`config.mk`:
```
export PLATFORM = sky130hd
export DESIGN_NAME = instr_encoder_flat
export DESIGN_NICKNAME = d
export VERILOG_FILES = /design/src/rtl/instr_encoder_if.sv /design/src/rtl/instr_encoder.sv /design/src/flat_wrapper.sv
export SDC_FILE = /design/constraint.sdc
export NUM_CORES = 1
export LEC_CHECK = 0
export BUFFER_PORTS_ARGS = -buffer_cell sky130_fd_sc_hd__buf_2
export CELL_PAD_IN_SITES_DETAIL_PLACEMENT = 0
export CELL_PAD_IN_SITES_GLOBAL_PLACEMENT = 1
export CORE_UTILIZATION = 39
export CTS_BUF_LIST = sky130_fd_sc_hd__clkbuf_8
export CTS_CLUSTER_DIAMETER = 200
export DETAILED_ROUTE_END_ITERATION = 7
export PLACE_DENSITY_LB_ADDON = 0.25
export SYNTH_ARGS = -nofsm -noshare
export SYNTH_HDL_FRONTEND = slang
export SYNTH_SLANG_ARGS = --single-unit
```
`constraint.sdc`:
```
create_clock -name clk -period 1.82 [get_ports clk]
set_input_delay 0.091 -clock clk [delete_from_list [all_inputs] [get_ports clk]]
set_output_delay 0.091 -clock clk [all_outputs]
set_load 0.02 [all_outputs]
```
`src/rtl/instr_encoder_if.sv`:
```
// Request/response bundle for the RV32 I/S-type instruction encoder.
// The encoder sits on the slave side and the producer/consumer on the master side.
interface instr_encoder_if #(
    parameter int DPW  = 32,
    parameter int CNTW = 16
);
    logic            in_valid;
    logic            in_ready;
    logic [DPW-1:0]  imm_i;
    logic            immsrc_i;
    logic [6:0]      opcode_i;
    logic [2:0]      funct3_i;
    logic [4:0]      rs1_i;
    logic [4:0]      rdrs2_i;
    logic            out_valid;
    logic            out_ready;
    logic [DPW-1:0]  out_instr;
    logic            out_err;
    logic [CNTW-1:0] enc_count;
    logic [7:0]      err_count;

    modport master (
        output in_valid, imm_i, immsrc_i, opcode_i, funct3_i, rs1_i, rdrs2_i, out_ready,
        input  in_ready, out_valid, out_instr, out_err, enc_count, err_count
    );

    modport slave (
        input  in_valid, imm_i, immsrc_i, opcode_i, funct3_i, rs1_i, rdrs2_i, out_ready,
        output in_ready, out_valid, out_instr, out_err, enc_count, err_count
    );
endinterface

```
`src/rtl/instr_encoder.sv`:
```
// Packs I/S-type instruction fields into a 32-bit word behind a main register plus
// one skid register, so upstream sees a registered ready and order is preserved.
module instr_encoder #(
    parameter int DPW  = 32,
    parameter int CNTW = 16
) (
    input  logic           clk,
    input  logic           rst,
    instr_encoder_if.slave bus
);
    typedef enum logic [1:0] {
        EMPTY = 2'd0,
        ONE   = 2'd1,
        FULL  = 2'd2
    } occ_e;

    occ_e            state_q, state_d;
    logic [DPW-1:0]  main_instr_q, main_instr_d;
    logic [DPW-1:0]  skid_instr_q, skid_instr_d;
    logic            main_err_q, main_err_d;
    logic            skid_err_q, skid_err_d;
    logic            in_ready_q, in_ready_d;
    logic [CNTW-1:0] enc_count_q, enc_count_d;
    logic [7:0]      err_count_q, err_count_d;

    logic [DPW-1:0]  enc_instr;
    logic            enc_err;
    logic            accept;
    logic            consume;

    assign accept  = bus.in_valid & in_ready_q;
    assign consume = (state_q != EMPTY) & bus.out_ready;

    // Immediate fits in 12 signed bits only if every bit from 11 upward matches the sign.
    always_comb begin
        enc_instr = '0;
        if (bus.immsrc_i) begin
            enc_instr[31:0] = {bus.imm_i[11:5], bus.rdrs2_i, bus.rs1_i, bus.funct3_i,
                               bus.imm_i[4:0], bus.opcode_i};
        end else begin
            enc_instr[31:0] = {bus.imm_i[11:0], bus.rs1_i, bus.funct3_i,
                               bus.rdrs2_i, bus.opcode_i};
        end
        enc_err = ~((&bus.imm_i[DPW-1:11]) | ~(|bus.imm_i[DPW-1:11]));
    end

    always_comb begin
        state_d      = state_q;
        main_instr_d = main_instr_q;
        main_err_d   = main_err_q;
        skid_instr_d = skid_instr_q;
        skid_err_d   = skid_err_q;
        enc_count_d  = enc_count_q;
        err_count_d  = err_count_q;

        if (accept) begin
            enc_count_d = enc_count_q + CNTW'(1);
            if (enc_err && (err_count_q != 8'hFF)) begin
                err_count_d = err_count_q + 8'd1;
            end
        end

        case (state_q)
            EMPTY: begin
                if (accept) begin
                    state_d      = ONE;
                    main_instr_d = enc_instr;
                    main_err_d   = enc_err;
                end
            end
            ONE: begin
                case ({accept, consume})
                    2'b10: begin
                        state_d      = FULL;
                        skid_instr_d = enc_instr;
                        skid_err_d   = enc_err;
                    end
                    2'b01: begin
                        state_d = EMPTY;
                    end
                    2'b11: begin
                        main_instr_d = enc_instr;
                        main_err_d   = enc_err;
                    end
                    default: begin
                        state_d = ONE;
                    end
                endcase
            end
            FULL: begin
                // in_ready is low here, so only the skid-to-main move can happen.
                if (consume) begin
                    state_d      = ONE;
                    main_instr_d = skid_instr_q;
                    main_err_d   = skid_err_q;
                end
            end
            default: begin
                state_d = EMPTY;
            end
        endcase

        in_ready_d = (state_d != FULL);
    end

    always_ff @(posedge clk) begin
        if (rst) begin
            state_q      <= EMPTY;
            main_instr_q <= '0;
            main_err_q   <= 1'b0;
            skid_instr_q <= '0;
            skid_err_q   <= 1'b0;
            in_ready_q   <= 1'b1;
            enc_count_q  <= '0;
            err_count_q  <= '0;
        end else begin
            state_q      <= state_d;
            main_instr_q <= main_instr_d;
            main_err_q   <= main_err_d;
            skid_instr_q <= skid_instr_d;
            skid_err_q   <= skid_err_d;
            in_ready_q   <= in_ready_d;
            enc_count_q  <= enc_count_d;
            err_count_q  <= err_count_d;
        end
    end

    assign bus.in_ready  = in_ready_q;
    assign bus.out_valid = (state_q != EMPTY);
    assign bus.out_instr = main_instr_q;
    assign bus.out_err   = main_err_q & (state_q != EMPTY);
    assign bus.enc_count = enc_count_q;
    assign bus.err_count = err_count_q;
endmodule

```
`src/flat_wrapper.sv`:
```
// flat-port wrapper written by rule: the top's interface ports become plain ports
module instr_encoder_flat 
#(
    parameter int DPW  = 32,
    parameter int CNTW = 16
)
  (clk, rst, bus_in_valid, bus_imm_i, bus_immsrc_i, bus_opcode_i, bus_funct3_i, bus_rs1_i, bus_rdrs2_i, bus_out_ready, bus_in_ready, bus_out_valid, bus_out_instr, bus_out_err, bus_enc_count, bus_err_count);
  instr_encoder_if #(.DPW(DPW), .CNTW(CNTW)) bus_i ();
  input  logic clk;
  input  logic rst;
  input wire logic [$bits(bus_i.in_valid)-1:0] bus_in_valid;
  input wire logic [$bits(bus_i.imm_i)-1:0] bus_imm_i;
  input wire logic [$bits(bus_i.immsrc_i)-1:0] bus_immsrc_i;
  input wire logic [$bits(bus_i.opcode_i)-1:0] bus_opcode_i;
  input wire logic [$bits(bus_i.funct3_i)-1:0] bus_funct3_i;
  input wire logic [$bits(bus_i.rs1_i)-1:0] bus_rs1_i;
  input wire logic [$bits(bus_i.rdrs2_i)-1:0] bus_rdrs2_i;
  input wire logic [$bits(bus_i.out_ready)-1:0] bus_out_ready;
  output wire logic [$bits(bus_i.in_ready)-1:0] bus_in_ready;
  output wire logic [$bits(bus_i.out_valid)-1:0] bus_out_valid;
  output wire logic [$bits(bus_i.out_instr)-1:0] bus_out_instr;
  output wire logic [$bits(bus_i.out_err)-1:0] bus_out_err;
  output wire logic [$bits(bus_i.enc_count)-1:0] bus_enc_count;
  output wire logic [$bits(bus_i.err_count)-1:0] bus_err_count;
  assign bus_i.in_valid = bus_in_valid;
  assign bus_i.imm_i = bus_imm_i;
  assign bus_i.immsrc_i = bus_immsrc_i;
  assign bus_i.opcode_i = bus_opcode_i;
  assign bus_i.funct3_i = bus_funct3_i;
  assign bus_i.rs1_i = bus_rs1_i;
  assign bus_i.rdrs2_i = bus_rdrs2_i;
  assign bus_i.out_ready = bus_out_ready;
  assign bus_in_ready = bus_i.in_ready;
  assign bus_out_valid = bus_i.out_valid;
  assign bus_out_instr = bus_i.out_instr;
  assign bus_out_err = bus_i.out_err;
  assign bus_enc_count = bus_i.enc_count;
  assign bus_err_count = bus_i.err_count;
  instr_encoder #(.DPW(DPW), .CNTW(CNTW)) u_core (.clk(clk), .rst(rst), .bus(bus_i));
endmodule
```
== Yosys cells after proc, flatten, opt, wreduce, memory -nomap -nowiden ==
Cells that the tools add are included.

* Output and inout bits: 59
* Flip-flop bits (word level): 93
* Input port bits: 57
* Logic and storage cells: 48

* Add/subtract/negate cells: 2
* Bitwise logic cells: 6
* Muxes and demuxes: 13
* Reduce and logical (&&, ||, !) cells: 9
* Equality and inequality tests: 10

{| class="wikitable"
|+ Operators by type and width
! cell !! number
|-
| 2-to-1 mux 32 bit || 3
|-
| case mux 32 bit (3 select lines) || 1
|-
| 2-to-1 mux 25 bit || 1
|-
| AND reduction 21 bit || 1
|-
| OR reduction 21 bit || 1
|-
| adder 16 x 1 -> 16 bit (second input constant) || 1
|-
| case mux 2 bit (3 select lines) || 2
|-
| adder 8 x 1 -> 8 bit (second input constant) || 1
|-
| inequality test 8 bit (second input constant) || 1
|-
| == test 2 bit (second input constant) || 3
|-
| == test 2 x 1 -> 1 bit (second input constant) || 2
|-
| 2-to-1 mux 2 bit || 2
|-
| inequality test 2 x 1 -> 1 bit (second input constant) || 2
|-
| inequality test 2 bit (second input constant) || 2
|-
| AND reduction 2 bit || 2
|-
| AND reduction 4 bit || 1
|-
| AND 1 bit || 3
|-
| 2-to-1 mux 1 bit || 3
|-
| case mux 1 bit (3 select lines) || 1
|-
| nonzero test 3 bit || 1
|-
| zero test 2 bit || 1
|-
| NOT 1 bit || 2
|-
| nonzero test 2 bit || 1
|-
| logical AND 1 bit || 1
|-
| OR 1 bit || 1
|}

== Depth between registers and ports, before layout ==
Gate-level depths: netlist of the first run.

* Word-level depth: 6
* Mapped depth: 8
* Depth with buffers taken out: 7

== Least setup slack after synthesis of the first run ==
OpenSTA, ideal clock, no wires.

* Kind: register to register
* From: register u_core.in_ready_q (netlist: u_core.bus.in_ready)
* To: register u_core.main_instr_q[12] (netlist: u_core.bus.out_instr[12])
* Slack: 0.120 ns
* Period minus slack after synthesis: 1.700 ns
* Path buffers: 2
* Arrival time: 1.614 ns
* Stages on the path, launching flop included: 7
* Cells stage by stage: dfxtp_1 nand2_1 o31ai_1 clkbuf_1 buf_2 nor2_1 a211oi_1

* Word-level cells in the longest chain between the ends: 4
* Elaborated cells between the ends (all ways): 5
* Classes of those cells: 3 x eq/ne; 1 x bitwise; 1 x reduce/logical

{| class="wikitable"
|+ RTL lines
! element !! line !! text
|-
| start: declaration || instr_encoder.sv:22 || <nowiki>logic in_ready_q, in_ready_d;</nowiki>
|-
| start signal: assignment || instr_encoder.sv:122 || <nowiki>in_ready_q <= in_ready_d;</nowiki>
|-
| AND 1 bit * || instr_encoder.sv:31 || <nowiki>assign accept = bus.in_valid & in_ready_q;</nowiki>
|-
| == test 2 bit || instr_encoder.sv:72 || <nowiki>case ({accept, consume})</nowiki>
|-
| inequality test 2 bit (no source line) || n/a ||
|-
| AND reduction 4 bit (no source line) * || n/a ||
|-
| end signal: assignment || instr_encoder.sv:118 || <nowiki>main_instr_q <= main_instr_d;</nowiki>
|-
| end: declaration || instr_encoder.sv:18 || <nowiki>logic [DPW-1:0] main_instr_q, main_instr_d;</nowiki>
|}

Mark *: on every way between the ends. The rest lies on a longest branch, timed or not.
A chain may end at the register's enable or synchronous reset.

== Worst setup path after layout of the first run ==
* From: register u_core.err_count_q[1] (netlist: u_core.bus.err_count[1])
* To: register u_core.err_count_q[7] (netlist: u_core.bus.err_count[7])

* Word-level cells in the longest chain between the ends: 3
* Elaborated cells between the ends (all ways): 4
* Classes of those cells: 1 x add/sub; 1 x eq/ne; 2 x reduce/logical

{| class="wikitable"
|+ RTL lines
! element !! line !! text
|-
| start: declaration || instr_encoder.sv:24 || <nowiki>logic [7:0] err_count_q, err_count_d;</nowiki>
|-
| start signal: assignment || instr_encoder.sv:124 || <nowiki>err_count_q <= err_count_d;</nowiki>
|-
| branches (longest 3 deep; another with adder 8 x 1 -> 8 bit) || n/a ||
|}

Several ways; the timed one is not identified.

==> impl_metrics.toml, run 1 <==
[run_status]
status = "complete, no violations"

[route]
firstDrtPassIters = 4
via_per_inst = 4.92
wl_per_cell_um = 12.9
ant_nets = 0
drc = 0
num_vias = 3649
wl_mm = 9.58
first_iter_violations = 103

[cts]
cts_root_buf = "clkbuf_8"
clk_path_buf_depth = 2
htreeDepth = 3
clk_latency_ps = 360
path_clk_slew_ps = 90
cts_buffers = 9
clock_sinks = 93
cts_tree = "yes"

[final_layout]
filler_cell_count = 928
mostFrequentLayoutCells = "buf_2, dfxtp_1, nand2_1"
final_cells = 742
fin_nets = 663
diodes = 0
drive_above_1_share_pct = 27.9
syn2layout_area_growth_pct = 33.4
multi_input_area_um2 = 1980
final_common_cell = "buf_2"
register_area_um2 = 1860

[worst_setup_path]
r2r_end = "u_core.bus.err_count[7]"
start_kind = "register"
end_kind = "register"
crit_cells = 7
cp_top_family = "simple AND/OR/NAND/NOR gates"
arrival_ps = 2050
slowest_delay_ps = 540
crit_path_start = "u_core.bus.err_count[1]"
critPathBufInv = 0
r2r_cells = 7
slowest_stage = "or4_1"
crit-reg2reg-launch = "u_core.bus.err_count[1]"
cp_max_fo = 7
cp.required_ps = 2120
crit_chain = "ha_2 > nand3_1 > nor2_1 > nor2_2 > nand3_4 > or4_1 > a21oi_2"
endpoint = "u_core.bus.err_count[7]"
criticalPathCategory = "register to register"
r2r_setup_slack_ps = 70

[power_and_ir_drop]
leakagePower_nw = 2.34
ir_drop_uv = 393
cellPowerDensity_nw_per_um2 = 796

[timing]
fin_tns_setup_ps = 0
final_max_slew_viol_count = 0
skew_ps = 7.84
hold_violations = 0
worstMarginPinSlew_ps = 620
period_share_pct = 96.0
slew_headroom_pct = 58.7
fmax_ghz = 0.573
setup_slack_ps = 73.3
finalSetupViolCount = 0
layout_min_cycle_time_ps = 1750

[synth]
avgSynthCellArea_um2 = 8.56
ys_ff_latch = 93
synth_area_um2 = 3940
synth_cells = 460
synth_cell_type_count = 35
synth.yosys.warnings = 0
syn-num-nets = 519
ys_seq_area_share_pct = 47.3

[die]
dieArea_um2 = 10500
fp.dieW_um = 102
ioPinCount = 116
die_h_um = 102
core_um2 = 9770
initial_core_util_pct = 40.3
rows = 36

[global_route]
grt_pass1_vias = 3263
grt_overflow = 0
grt_usage_pct = 18.4
grt_start_max_net_pins = 44
grt_pass1_wl_mm = 14.9
antenna_found_initial = 0

[placement]
preCtsSetupSlack_ps = -61.2
place_inst = 699
hpwl_mm = 6.49
gp_congestion = 0.768
port_buffers = 115

[flow_run]
drv_cap = 0

[hold_path]
worstHoldStart = "bus_imm_i[11]"
min_path_type = "input port to register"
-- registers in the layout (all words and copies together) (netlist names) --
signal,flops
u_core.skid_err_q,1
u_core.bus.in_ready,1
u_core.main_err_q,1
u_core.bus.err_count,8
u_core.state_q,2
u_core.bus.enc_count,16
u_core.skid_instr_q,32
u_core.bus.out_instr,32
-- worst register-to-register path, stage by stage, from the launching register on --
cell     delay (ps)
dfxtp_2         350
ha_2            180
nand3_1          70
nor2_1           60
nor2_2          200
nand3_4         150
or4_1           540
a21oi_2         140
-- where the power goes --
| group | internal (mW) | switching [mW] | total [mW] |
|---|---|---|---|
| clock network | 0.529 | 0.727 | 1.26 |
| registers | 2.14 | 0.0582 | 2.20 |
| logic | 0.317 | 0.408 | 0.725 |
-- metal layers --
layer,share of wire [%],wire (µm),track usage (%)
met5,0,0,0
met2,47,4510,29.8
met4,2.0,187,8.68
met1,46,4390,23.1
met3,5.2,494,4.10
-- what timing repair did --
item | in CTS | in global routing
resized for setup | 2 | 4
hold buffers | 21 | 0
pin swaps | 0 | 7
endpoints found under the hold margin | 21 | 0
setup endpoints to repair | 1 | 26
buffers inserted | 0 | 6
-- how the worst min path moves through the flow --
stage	endpoint	slack, ps	depth (start not counted)
after floorplan	u_core.bus.in_ready	210	1
after global placement	u_core.skid_instr_q[17]	350	3
after detailed placement	u_core.skid_instr_q[1]	350	3
after CTS	u_core.skid_instr_q[31]	6	3
after global routing	u_core.skid_instr_q[31]	7	3
final	u_core.skid_instr_q[31]	20	3
-- Yosys cell counts --
cell	n	area share, %
nor4_2	1	0.32
nand4_1	11	1.7
o21ai_0	4	0.51
nand2_1	77	7.3
dfxtp_1	93	47
ha_1	2	0.64
nand3_2	1	0.25
inv_1	3	0.29
buf_6	1	0.29
inv_2	1	0.095
and3_1	4	0.64
nor4_1	4	0.64
buf_2	4	0.51
or4_1	2	0.38
nand3_1	12	1.5
or2_2	1	0.16
o31a_1	1	0.22
clkbuf_1	24	2.3
o22a_1	1	0.22
buf_1	1	0.095
or4_4	1	0.29
xnor2_1	3	0.67
a211o_1	1	0.22
and4_1	3	0.67
a211oi_1	32	6.1
o31ai_1	2	0.38
mux2i_1	34	8.6
a21oi_1	44	5.6
o21ai_1	4	0.51
or3_1	7	1.1
xor2_1	11	2.4
nor3_1	3	0.38
and2_1	3	0.48
nor2_1	54	5.1
o211ai_1	10	1.9
-- per-stage QoR --
| step | total power [mW] | cell area, µm² | utilization (%) | hold WS, ps |
|---|---|---|---|---|
| 4_1_cts | 4.22 | 5180 | 53.0 | 5.89 |
| 2_1_floorplan | 2.64 | 3940 | - | 209 |
| 5_1_grt | 4.41 | 5250 | 53.7 | 7.23 |
| 3_3_place_gp | 2.91 | 4790 | 49.0 | 346 |
| 6_report | 4.18 | 5250 | 53.7 | 17.7 |
| 3_5_place_dp | 2.92 | 4790 | 49.0 | 353 |
-- kinds of logic (layout without fill, tap and decap cells) --
family,Yosys count,count (layout),share of synthesized area (%)
AO/OA/AOI/OAI,99,99,15.7
XOR/XNOR,14,14,3.12
adder cells (fa/ha/maj),2,2,0.636
buffers and inverters,34,183,3.56
flip-flops,93,93,47.3
multiplexers,34,34,8.65
AND/OR/NAND/NOR,184,184,21.1
-- cell type report --
class	instances	share of cell area [%]
clock buffers	10	2.62
flip-flops and latches	93	35.5
clock inverters	6	0.739
well taps	133	3.17
multi-input cells	333	37.7
inverters	4	0.286
repair buffers	163	20.0
No activity file was read; power rests on OpenSTA's default activity.
==> inputs of run 2 (changes only) <==
PLACE_DENSITY = 0.89   (was unset)
PLACE_DENSITY_LB_ADDON = unset   (was 0.25)
==> impl_metrics.toml, run 2 (same netlist as run 1, synthesis figures left out) <==
[timing]
hold_violations = 0
slew_headroom_pct = 66.9
fmax_ghz = 0.583
worstMarginPinSlew_ps = 496
whs_ps = 66.6
layout_min_cycle_time_ps = 1720
final_max_slew_viol_count = 0
skew_ps = 13.1
finalSetupViolCount = 0
fin_tns_setup_ps = 0
period_share_pct = 94.3
setup_slack_ps = 104

[final_layout]
filler_cell_count = 918
final_util_pct = 53.4
diodes = 0
drive_above_1_share_pct = 26.6
final_common_cell = "buf_2"
final_area_um2 = 5220
syn2layout_area_growth_pct = 32.7
fin_nets = 659
final_cells = 738
mostFrequentLayoutCells = "buf_2, dfxtp_1, nand2_1"

[flow_run]
drv_cap = 0

[worst_setup_path]
slowest_delay_ps = 490
cp.required_ps = 2110
criticalPathCategory = "register to register"
start_kind = "register"
arrival_ps = 2010
crit_chain = "ha_1 > nand3_1 > nor2_1 > nor2_2 > nand3_4 > or4_1 > a21oi_1"
cp_max_fo = 11
end_kind = "register"
slowest_stage = "or4_1"

[cts]
htreeDepth = 3
cts_buffers = 9
clock_sinks = 93
clk_path_buf_depth = 2
clk_latency_ps = 360
cts_tree = "yes"
path_clk_slew_ps = 90
cts_root_buf = "clkbuf_8"

[placement]
gp_congestion = 0.829
place_inst = 696
placedInstanceArea_um2 = 4750
port_buffers = 115
hpwl_mm = 6.62
preCtsSetupSlack_ps = -25.6

[die]
dieArea_um2 = 10500
ioPinCount = 116
fp.dieW_um = 102
core_um2 = 9770
initial_core_util_pct = 40.3
die_h_um = 102
rows = 36

[route]
drc = 0
wl_mm = 9.44
num_vias = 3716
wl_per_cell_um = 12.8
ant_nets = 0
first_iter_violations = 82
firstDrtPassIters = 5
via_per_inst = 5.04

[power_and_ir_drop]
leakagePower_nw = 2.34
power.total_mw = 4.35
ir_drop_uv = 404
cellPowerDensity_nw_per_um2 = 832

[global_route]
grt_usage_pct = 18.6
grt_pass1_vias = 3353
antenna_found_initial = 0
grt_start_max_net_pins = 43
grt_overflow = 0
grt_pass1_wl_mm = 15.3

[run_status]
status = "complete, no violations"

[hold_path]
min_path_type = "input port to register"
## run 2: cell count changes in the layout (fill, tap and decap cells not counted), sizes merged
cell,delta
buf,-5
clkinvlp,-2
clkbuf,-1
bufinv,+1
inv,+4
dlygate4sd3,+1
clkinv,-2
## run 2: where the power goes
part           internal, mW  total [mW]  leakage, nW  switching, mW
Combinational         0.306       0.710         1.47          0.404
Sequential             2.14        2.20        0.759         0.0574
Clock                 0.669        1.44        0.108          0.771
## run 2: timing repair
action | CTS | global route
buffers inserted | 0 | 4
hold endpoints to repair | 22 | 0
setup endpoints to repair | 0 | 26
gates resized for setup | 0 | 2
hold buffers | 22 | 0
## run 2: path summary, 6_finish.rpt
| path | start | to | slack (ps) | cells past startpoint |
|---|---|---|---|---|
| setup / recovery | u_core.bus.err_count[1] | u_core.bus.err_count[7] | 100 | 7 |
| hold / removal | bus_out_ready | u_core.bus.in_ready | 70 | 2 |
| setup reg to reg | u_core.bus.err_count[1] | u_core.bus.err_count[7] | 100 | 7 |
| hold reg to reg | u_core.bus.out_instr[21] | u_core.bus.out_instr[21] | 450 | 2 |
## run 2: layout make-up
| type | count | area, µm² | area share (%) |
|---|---|---|---|
| Clock buffer | 9 | 124 | 2.37 |
| Clock inverter | 7 | 87.6 | 1.68 |
| Inverter | 4 | 15.0 | 0.287 |
| Multi-Input combinational cell | 333 | 1970 | 37.7 |
| Sequential cell | 93 | 1860 | 35.6 |
| Tap cell | 133 | 166 | 3.19 |
| Timing Repair Buffer | 159 | 998 | 19.1 |
## run 2: worst max-delay path: cells and delay by family (launching register included)
family | cells | cell delay (ps)
AND/OR/NAND/NOR | 5 | 920
flip-flops | 1 | 360
adder cells (fa/ha/maj) | 1 | 230
AO/OA/AOI/OAI | 1 | 140
## run 2: layer usage
| layer | track usage, % | routed length (µm) |
|---|---|---|
| met1 | 23.9 | 4410 |
| met2 | 29.9 | 4390 |
| met5 | 0 | 0 |
| met4 | 6.81 | 146 |
| met3 | 4.58 | 490 |
==> inputs of run 3 (changes only) <==
CORE_UTILIZATION = 42   (was 39)
GPL_TIMING_DRIVEN = 0   (was unset)
PLACE_DENSITY = 0.94   (was 0.89)
clock period = 2 ns   (was 1.82 ns; I/O delays follow)
==> impl_metrics.toml, run 3 (same netlist as run 1, synthesis figures left out) <==
[worst_setup_path]
endpoint = "u_core.bus.out_instr[3]"
criticalPathCategory = "register to register"
end_kind = "register"
cp_max_fo = 10
crit_path_start = "u_core.state_q[1]"
r2r_cells = 6
r2r_end = "u_core.bus.out_instr[3]"
cp.required_ps = 2210
r2r_setup_slack_ps = 140
start_kind = "register"
arrival_ps = 2080
crit-reg2reg-launch = "u_core.state_q[1]"

[cts]
cts_tree = "yes"
cts_buffers = 9
clk_path_buf_depth = 2
htreeDepth = 3
cts_root_buf = "clkbuf_8"
clk_latency_ps = 350
post_cts_buffers = 0
path_clk_slew_ps = 90
clock_sinks = 93

[placement]
gp_congestion = 0.772
port_buffers = 113
hpwl_mm = 7.33
preCtsSetupSlack_ps = -18.0
placedInstanceArea_um2 = 4640
place_inst = 681

[route]
firstDrtPassIters = 4
ant_nets = 0
via_per_inst = 5.22
first_iter_violations = 120
num_vias = 3725
wl_mm = 9.75
wl_per_cell_um = 13.7
drc = 0

[final_layout]
mostFrequentLayoutCells = "buf_2, dfxtp_1, nand2_1"
syn2layout_area_growth_pct = 27.2
register_area_um2 = 1860
drive_above_1_share_pct = 23.8
diodes = 0
final_util_pct = 56.3
final_cells = 714
fin_nets = 660
final_area_um2 = 5010
final_common_cell = "buf_2"
filler_cell_count = 846
multi_input_area_um2 = 1950

[timing]
layout_min_cycle_time_ps = 1860
final_max_slew_viol_count = 0
finalSetupViolCount = 0
skew_ps = 11.2
hold_violations = 0
grt_setup_unrepaired = "true"
period_share_pct = 93.1
worstMarginPinSlew_ps = 626
fmax_ghz = 0.537
setup_slack_ps = 137
slew_headroom_pct = 58.3

[power_and_ir_drop]
cellPowerDensity_nw_per_um2 = 744
ir_drop_uv = 330
power.total_mw = 3.72
p_sw_share_pct = 29.0
pwr-share-seq_pct = 53.8
leakagePower_nw = 2.23
pwr-share-clk_pct = 30.0
cellInternalPower_mw = 2.64
switching_power_mw = 1.08
pwr-share-comb_pct = 16.2

[global_route]
grt_usage_pct = 20.5
grt_overflow = 0
grt_start_max_net_pins = 17
antenna_found_initial = 0
grt_pass1_wl_mm = 16.0
grt_pass1_vias = 3557

[die]
rows = 34
fp.dieW_um = 98.8
ioPinCount = 116
core_um2 = 8890
die_h_um = 98.8
dieArea_um2 = 9760
initial_core_util_pct = 44.3

[hold_path]
min_path_type = "input port to register"
worstHoldStart = "bus_funct3_i[2]"

[run_status]
status = "complete, no violations"

[flow_run]
drv_cap = 0
## run 3: timing repair
item,4_1_cts,5_1_grt
setup endpoints to repair,11,37
gates resized for setup,2,8
endpoints found under the hold margin,17,0
hold buffers,17,0
gates cloned,0,0
## run 3: worst min-delay path by stage
stage / endpoint / slack, ps / depth (start not counted)
final: u_core.skid_instr_q[14] / 20 / 3
after global routing: u_core.skid_instr_q[15] / 3 / 3
after global placement: u_core.skid_instr_q[19] / 360 / 3
after CTS: u_core.skid_instr_q[15] / 4 / 3
after detailed placement: u_core.skid_instr_q[4] / 370 / 3
after floorplan: u_core.bus.in_ready / 220 / 1
## run 3: power groups by stage
stage / combinational, mW / sequential (mW) / clock, mW
final: 0.605 / 2.00 / 1.12
after global routing: 0.666 / 2.02 / 1.22
after CTS: 0.608 / 2.00 / 1.16
after global placement: 0.565 / 2.04 / 0
after detailed placement: 0.578 / 2.05 / 0
after floorplan: 0.278 / 2.13 / 0
## run 3: routing by layer
| metal | GRT usage, % | share of wire, % | vias up |
|---|---|---|---|
| li1 | - | - | 1909 |
| met1 | 26.2 | 45 | 1705 |
| met2 | 34.2 | 48 | 97 |
| met3 | 4.61 | 5.1 | 14 |
| met4 | 6.89 | 1.6 | 0 |
| met5 | 0 | 0 | - |
## run 3: worst max-delay path, cell delays in order, from the launching register on
cell and delay [ps]:
dfxtp_1 310, buf_1 360, nand3_1 170, o31ai_1 120
clkbuf_2 270, clkbuf_1 350, a211oi_1 140
## run 3: through the flow
| stage | TNS [ps] | hold slack, ps |
|---|---|---|
| 6_report | 0 | 15.0 |
| 5_1_grt | -1.99 | 3.04 |
| 4_1_cts | 0 | 3.58 |
| 3_5_place_dp | -22.7 | 366 |
| 3_3_place_gp | 0 | 356 |
| 2_1_floorplan | 0 | 218 |
## run 3: layout make-up
type	count	share of cell area [%]
Multi-Input combinational cell	333	39.0
Sequential cell	93	37.2
Timing Repair Buffer	130	14.7
Clock buffer	9	2.47
Buffer	30	2.57
Inverter	4	0.300
Clock inverter	7	1.05
Tap cell	108	2.70
